[config.mk]
export PLATFORM = sky130hd
export DESIGN_NAME = hilo_muldiv_unit_flat
export DESIGN_NICKNAME = d
export VERILOG_FILES = /design/src/rtl/hilo_muldiv_unit_if.sv /design/src/rtl/hilo_muldiv_unit.sv /design/src/flat_wrapper.sv
export SDC_FILE = /design/constraint.sdc
export NUM_CORES = 1
export LEC_CHECK = 0
export ABC_AREA = 1
export BUFFER_PORTS_ARGS = -buffer_cell sky130_fd_sc_hd__buf_2
export CAP_MARGIN = 20
export CORE_MARGIN = 2
export CORE_UTILIZATION = 35
export CTS_BUF_LIST = sky130_fd_sc_hd__clkbuf_2
export CTS_CLUSTER_DIAMETER = 150
export DETAILED_ROUTE_END_ITERATION = 12
export PLACE_DENSITY_LB_ADDON = 0.1
export SETUP_SLACK_MARGIN = 0.02
export SLEW_MARGIN = 10
export SYNTH_ARGS = -nofsm -noshare
export SYNTH_HDL_FRONTEND = slang
export SYNTH_SLANG_ARGS = --single-unit
export TNS_END_PERCENT = 100
[constraint.sdc]
create_clock -name clk -period 3 [get_ports clk]
set_input_delay 0 -clock clk [delete_from_list [all_inputs] [get_ports clk]]
set_output_delay 0 -clock clk [all_outputs]
set_load 0.01 [all_outputs]
[src/rtl/hilo_muldiv_unit_if.sv]
// Request/result bundle between the pipeline and the HI/LO multiply/divide unit.
interface hilo_muldiv_unit_if #(
    parameter int WIDTH = 32
);
    logic             start;
    logic [2:0]       op;
    logic [WIDTH-1:0] operand_a;
    logic [WIDTH-1:0] operand_b;
    logic             busy;
    logic             done;
    logic             div_by_zero;
    logic [WIDTH-1:0] hi;
    logic [WIDTH-1:0] lo;

    modport master (
        output start, op, operand_a, operand_b,
        input  busy, done, div_by_zero, hi, lo
    );

    modport slave (
        input  start, op, operand_a, operand_b,
        output busy, done, div_by_zero, hi, lo
    );
endinterface

[src/rtl/hilo_muldiv_unit.sv]
// Iterative shift-add multiplier / restoring divider owning the HI/LO pair.
// Define HILO_SIGNED_MULDIV_EN to make ops MULT/DIV two's-complement.
module hilo_muldiv_unit #(
    parameter int WIDTH = 32
) (
    input  logic              clk,
    input  logic              rst_n,
    hilo_muldiv_unit_if.slave bus
);
    localparam int CNT_W = (WIDTH > 1) ? $clog2(WIDTH) : 1;

    typedef enum logic [1:0] {IDLE, RUN, FINISH} state_t;

    state_t           state, state_nxt;
    logic [CNT_W-1:0] count;
    logic             last_iter;
    logic             accept, mul_div_req, mt_req;

    logic [WIDTH-1:0] acc_hi, acc_lo, op_b;
    logic             is_div, dz;
    logic [WIDTH-1:0] a_mag, b_mag;
    logic [WIDTH:0]   mul_sum, div_shift, div_diff;
    logic [WIDTH-1:0] res_hi, res_lo;

    assign accept      = (state == IDLE) && bus.start;
    assign mul_div_req = accept && !bus.op[1];
    assign mt_req      = accept && (bus.op[2:1] == 2'b01);
    assign last_iter   = (count == CNT_W'(WIDTH - 1));
    assign bus.busy    = (state != IDLE);

`ifdef HILO_SIGNED_MULDIV_EN
    logic sign_a, sign_b, neg_res, neg_rem;

    function automatic logic [WIDTH-1:0] negate(input logic [WIDTH-1:0] x);
        return WIDTH'(-x);
    endfunction

    assign sign_a = bus.op[2] & bus.operand_a[WIDTH-1];
    assign sign_b = bus.op[2] & bus.operand_b[WIDTH-1];
    assign a_mag  = sign_a ? negate(bus.operand_a) : bus.operand_a;
    assign b_mag  = sign_b ? negate(bus.operand_b) : bus.operand_b;

    always_ff @(posedge clk) begin
        if (mul_div_req) begin
            neg_res <= sign_a ^ sign_b;
            neg_rem <= sign_a;
        end
    end
`else
    assign a_mag = bus.operand_a;
    assign b_mag = bus.operand_b;
`endif

    always_comb begin
        state_nxt = state;
        case (state)
            IDLE:    if (mul_div_req) state_nxt = RUN;
            RUN:     if (last_iter) state_nxt = FINISH;
            FINISH:  state_nxt = IDLE;
            default: state_nxt = IDLE;
        endcase
    end

    // One iteration step for each core; the latched op selects which one is kept.
    assign mul_sum   = {1'b0, acc_hi} + (acc_lo[0] ? {1'b0, op_b} : {(WIDTH+1){1'b0}});
    assign div_shift = {acc_hi, acc_lo[WIDTH-1]};
    assign div_diff  = div_shift - {1'b0, op_b};

    always_ff @(posedge clk) begin
        if (mul_div_req) begin
            acc_hi <= '0;
            acc_lo <= a_mag;
            op_b   <= b_mag;
            is_div <= bus.op[0];
            dz     <= bus.op[0] && (bus.operand_b == '0);
        end else if (state == RUN) begin
            if (!is_div) begin
                {acc_hi, acc_lo} <= {mul_sum, acc_lo[WIDTH-1:1]};
            end else if (!div_diff[WIDTH]) begin
                acc_hi <= div_diff[WIDTH-1:0];
                acc_lo <= {acc_lo[WIDTH-2:0], 1'b1};
            end else begin
                acc_hi <= div_shift[WIDTH-1:0];
                acc_lo <= {acc_lo[WIDTH-2:0], 1'b0};
            end
        end
    end

    // Magnitude results are sign-corrected only at commit time.
    always_comb begin
        res_hi = acc_hi;
        res_lo = acc_lo;
`ifdef HILO_SIGNED_MULDIV_EN
        if (!is_div) begin
            if (neg_res) {res_hi, res_lo} = (2*WIDTH)'(-{acc_hi, acc_lo});
        end else begin
            if (neg_res) res_lo = negate(acc_lo);
            if (neg_rem) res_hi = negate(acc_hi);
        end
`endif
    end

    always_ff @(posedge clk) begin
        if (!rst_n) begin
            state           <= IDLE;
            count           <= '0;
            bus.done        <= 1'b0;
            bus.div_by_zero <= 1'b0;
            bus.hi          <= '0;
            bus.lo          <= '0;
        end else begin
            state           <= state_nxt;
            bus.done        <= 1'b0;
            bus.div_by_zero <= 1'b0;
            if (mul_div_req) count <= '0;
            else if (state == RUN) count <= count + CNT_W'(1);
            if (mt_req) begin
                if (bus.op[0]) bus.lo <= bus.operand_a;
                else bus.hi <= bus.operand_a;
                bus.done <= 1'b1;
            end
            if (state == FINISH) begin
                bus.done        <= 1'b1;
                bus.div_by_zero <= dz;
                if (!dz) begin
                    bus.hi <= res_hi;
                    bus.lo <= res_lo;
                end
            end
        end
    end
endmodule
[src/flat_wrapper.sv]
// flat-port wrapper written by rule: the top's interface ports become plain ports
module hilo_muldiv_unit_flat 
#(
    parameter int WIDTH = 32
)
  (clk, rst_n, bus_start, bus_op, bus_operand_a, bus_operand_b, bus_busy, bus_done, bus_div_by_zero, bus_hi, bus_lo);
  hilo_muldiv_unit_if #(.WIDTH(WIDTH)) bus_i ();
  input  logic clk;
  input  logic rst_n;
  input wire logic [$bits(bus_i.start)-1:0] bus_start;
  input wire logic [$bits(bus_i.op)-1:0] bus_op;
  input wire logic [$bits(bus_i.operand_a)-1:0] bus_operand_a;
  input wire logic [$bits(bus_i.operand_b)-1:0] bus_operand_b;
  output wire logic [$bits(bus_i.busy)-1:0] bus_busy;
  output wire logic [$bits(bus_i.done)-1:0] bus_done;
  output wire logic [$bits(bus_i.div_by_zero)-1:0] bus_div_by_zero;
  output wire logic [$bits(bus_i.hi)-1:0] bus_hi;
  output wire logic [$bits(bus_i.lo)-1:0] bus_lo;
  assign bus_i.start = bus_start;
  assign bus_i.op = bus_op;
  assign bus_i.operand_a = bus_operand_a;
  assign bus_i.operand_b = bus_operand_b;
  assign bus_busy = bus_i.busy;
  assign bus_done = bus_i.done;
  assign bus_div_by_zero = bus_i.div_by_zero;
  assign bus_hi = bus_i.hi;
  assign bus_lo = bus_i.lo;
  hilo_muldiv_unit #(.WIDTH(WIDTH)) u_core (.clk(clk), .rst_n(rst_n), .bus(bus_i));
endmodule
==> results by group <==
Run status
  • Outcome: completed

Route
  • Remaining number of nets flagged by the antenna check after routing: 0
  • Pre-antenna DRT Iters: 5
  • DRC marker count from the first detailed-route iteration: 819
  • Drt via density: 4.75
  • DRC: 0
  • Drt wl/cell: 16.6 um
  • Total number of vias: 14,179
  • Total wire length after detailed routing: 49.5 mm

Floorplan
  • Top-level I/O count: 137
  • Starting density of the core: 35.2%
  • Core footprint: 38,500 um2
  • Vertical die dimension: 201 um
  • Number of placement rows: 72
  • Chip Width: 201 um
  • Die footprint: 40,300 um2

Worst setup path
  • Critical-path top delay cell: fa_1
  • Beginning of the worst register-to-register path: u_core.acc_lo[31]$_DFFE_PP_
  • Worst path cell trace: inv_1, ha_1, fa_1, inv_1, nand3_1, nand2_2, nand2_2, nand2_4, nand2_2, nand2_2, nand2_2, nand2_2, nand2_2, nand2_4, nand2_1, nand3_1, a21oi_1
  • Worst EP required: 3.88 ns
  • Critical path startpoint: u_core.acc_lo[31]$_DFFE_PP_
  • CP Data Arrival Time: 3.64 ns
  • Crit path capture type: register
  • Reg2Reg Setup Slack: 0.23 ns
  • Slowest Stage Delay on Critical Path: 0.45 ns
  • CP most frequent cell: nand2_2
  • Worst R2R Path Depth: 17
  • Type of origin of the critical path: register
  • Endpoint of the most critical register-to-register path: u_core.acc_hi[1]$_SDFFE_PP0P_
  • CP max FO: 28
  • Setup Crit Path Kind: reg -> reg

Min path
  • WHS Endpoint: u_core.bus.done$_SDFF_PN0_
  • Worst min-delay path class: in -> reg
  • WHS Path Cells: 4
  • HP Start: bus_op[1]

STA
  • Actual transition at the worst max-transition pin: 0.889 ns
  • Setup TNS: 0 ns
  • Worst hold margin: 0.103 ns
  • Hold Vio Cnt, Final: 0
  • Final-report setup violation count: 0
  • Fmax: 362 MHz
  • Unrepaired setup endpoints after global routing: no
  • Final period utilization: 92.2%
  • Post-route worst setup slack: 0.234 ns
  • Final max-slew violation count: 0
  • Final critical path time including I/O delays and setup: 2.77 ns
  • Worst relative slew slack: 40.7%
  • Worst-case clock skew: 0.0588 ns

Finish
  • Most frequent standard cell in the layout excluding fill and tap cells: nand2_1
  • Commonest cells after routing, fill and taps aside: 650 x nand2_1, 457 x inv_1, 196 x dlygate4sd3_1
  • Layout-stage area growth over the synthesis result: 26.0%
  • # fillers: 4,177
  • Number of nets in the finished design: 2,590
  • Share of post-route cells with drive strength above 1: 9.74%
  • Final Instance Count excl. Fillers: 2,985

Clocking
  • H-tree levels: 4
  • TritonCTS clock tree: built
  • Reg clk slew, reported paths: 0.25 ns
  • Clock insertion delay at the later pin of the skew report: 1.02 ns
  • Clock root buffer: clkbuf_2
  • TritonCTS buffer count: 17
  • Clock Tree Buf Depth: 2
  • Clock sink count: 171

Logic synthesis
  • Ys flop type: dfxtp_1
  • Number of warnings reported in the yosys synthesis log: 0
  • Fraction of post-synthesis cell area in the top cell type by area: 18.0%
  • Biggest area contributors in the synthesized netlist: nand2_1 18%, dfxtp_1 16%, edfxtp_1 15%
  • Synth Area per Inst: 6.35 um2
  • Synthesis-stage register bit count: 171
  • Share of the yosys chip area belonging to registers: 30.1%
  • Post-synthesis instance area: 13,600 um2
  • Count of flip-flops with a built-in enable after synthesis: 66
  • Distinct cells, synth: 42
  • Synth Instances: 2,134
  • Synth Net Count: 2,272
  • Cell type with the largest total area after synthesis: nand2_1
  • Share of flip-flops with an asynchronous set or reset: 0%

Global route
  • Overflow left after global routing: 0
  • Number of antenna violations at the first check in global routing: 1
  • Total routing usage reported by global routing: 24.7%
  • Pin count of the biggest net entering global routing: 108
  • Global-route wire length before repair: 76.8 mm
  • Number of global-route vias before repair: 13,588

Placement
  • Instance count after placement with tap cells included: 2,745
  • Weighted congestion at the end of routability-driven global placement: 0.919
  • Sum of net half-perimeters after detailed placement: 37.4 mm
  • PortBufs: 136
  • Setup WS pre-CTS: 0.212 ns

Power
  • Power per cell area: 454 nW/um2
  • Static leakage: 9.59 nW
  • Final Total Pwr: 7.75 mW
  • Peak VDD IR: 0.279 mV

Run
  • Max Cap Violations: 0
## critical path: cells and delay by family (launching register included)
family	cells	cell delay, ns
adder cells (fa/ha/maj)	2	0.68
flip-flops	1	0.41
AO/OA/AOI/OAI	1	0.06
AND/OR/NAND/NOR	12	1.27
buffers and inverters	2	0.22
## power by group
group          internal (mW)  total, mW  switching (mW)
registers               2.62       2.84           0.220
clock network          0.245       1.16           0.917
logic                   1.31       3.75            2.44
total                   4.18       7.75            3.58
## cell type report
class	count	area, um2	share of cell area [%]
antenna	2	5.00	0.0293
clock buffer	23	115	0.674
clock inverter	9	67.6	0.395
inverter	464	1740	10.2
multi-input combinational	1432	7420	43.5
sequential	171	4080	23.9
tap	518	648	3.79
timing repair buffer	366	3000	17.5
## synth_stat cells, types with 4 or more instances
master,n
nand2_1,650
inv_1,458
a21oi_1,152
o21ai_0,117
nor2_1,114
dfxtp_1,105
nand3_1,95
edfxtp_1,66
ha_1,66
o21ai_1,61
mux2_1,60
clkbuf_1,48
nor3_1,19
nand4_1,17
xor2_1,14
buf_6,10
nand2_2,10
nor4_1,8
nand3b_1,7
o21bai_1,6
a21oi_2,4
buf_1,4
buf_2,4
mux2_2,4
nand2_4,4
## cells by family (layout without fill, tap and decap cells)
kind of cell,Yosys count,in the layout,synth area share [%]
buffers and inverters,531,862,15.3
DFF,171,171,30.1
and+or+nand+nor,938,938,28.6
other,0,2,0
xor gates and xnor gates,17,17,1.10
adders and majority gates,68,68,6.39
muxes,64,64,5.32
AOI/OAI and AO/OA,345,345,13.1
## sequential cells by signal, summed over array words and instances (netlist names), 2 cells and up
register	flops
u_core.op_b	32
u_core.count	5
u_core.bus.lo	32
u_core.acc_hi	32
u_core.state	2
u_core.bus.hi	32
u_core.acc_lo	32
## metal layers
metal / global-route usage, % / vias to the layer above / share of wire [%]
met4: 6.83 / 0 / 2.1
li1: - / 7289 / -
met3: 4.22 / 47 / 4.9
met5: 0 / - / 0
met2: 40.7 / 351 / 46
met1: 33.5 / 6492 / 47
## metrics by stage
| step | area, um2 | util (%) |
|---|---|---|
| after CTS | 17000 | 44.2 |
| after global placement | 14800 | 38.5 |
| after global routing | 17100 | 44.4 |
| final | 17100 | 44.4 |
| after floorplan | 13600 | - |
| after detailed placement | 14800 | 38.5 |
## how the worst max path moves through the flow
stage | cells after the start | end | slack (ns)
floorplan | 6 | u_core.acc_lo[22]$_DFFE_PP_ | 0.55
global placement | 17 | u_core.acc_hi[25]$_SDFFE_PP0P_ | 0.27
detailed placement | 18 | u_core.acc_hi[27]$_SDFFE_PP0P_ | 0.21
CTS | 9 | u_core.acc_lo[26]$_DFFE_PP_ | 0.05
global route | 18 | u_core.acc_hi[31]$_SDFFE_PP0P_ | 0.05
finish | 17 | u_core.acc_hi[1]$_SDFFE_PP0P_ | 0.23
## timing repair
action / 4_1_cts / 5_1_grt
endpoints found under the setup margin: 0 / 55
endpoints found under the hold margin: 237 / 0
resized for setup: 0 / 5
hold buffers: 198 / 0
buffers inserted: 0 / 9
(Power assumes the default switching activity.)
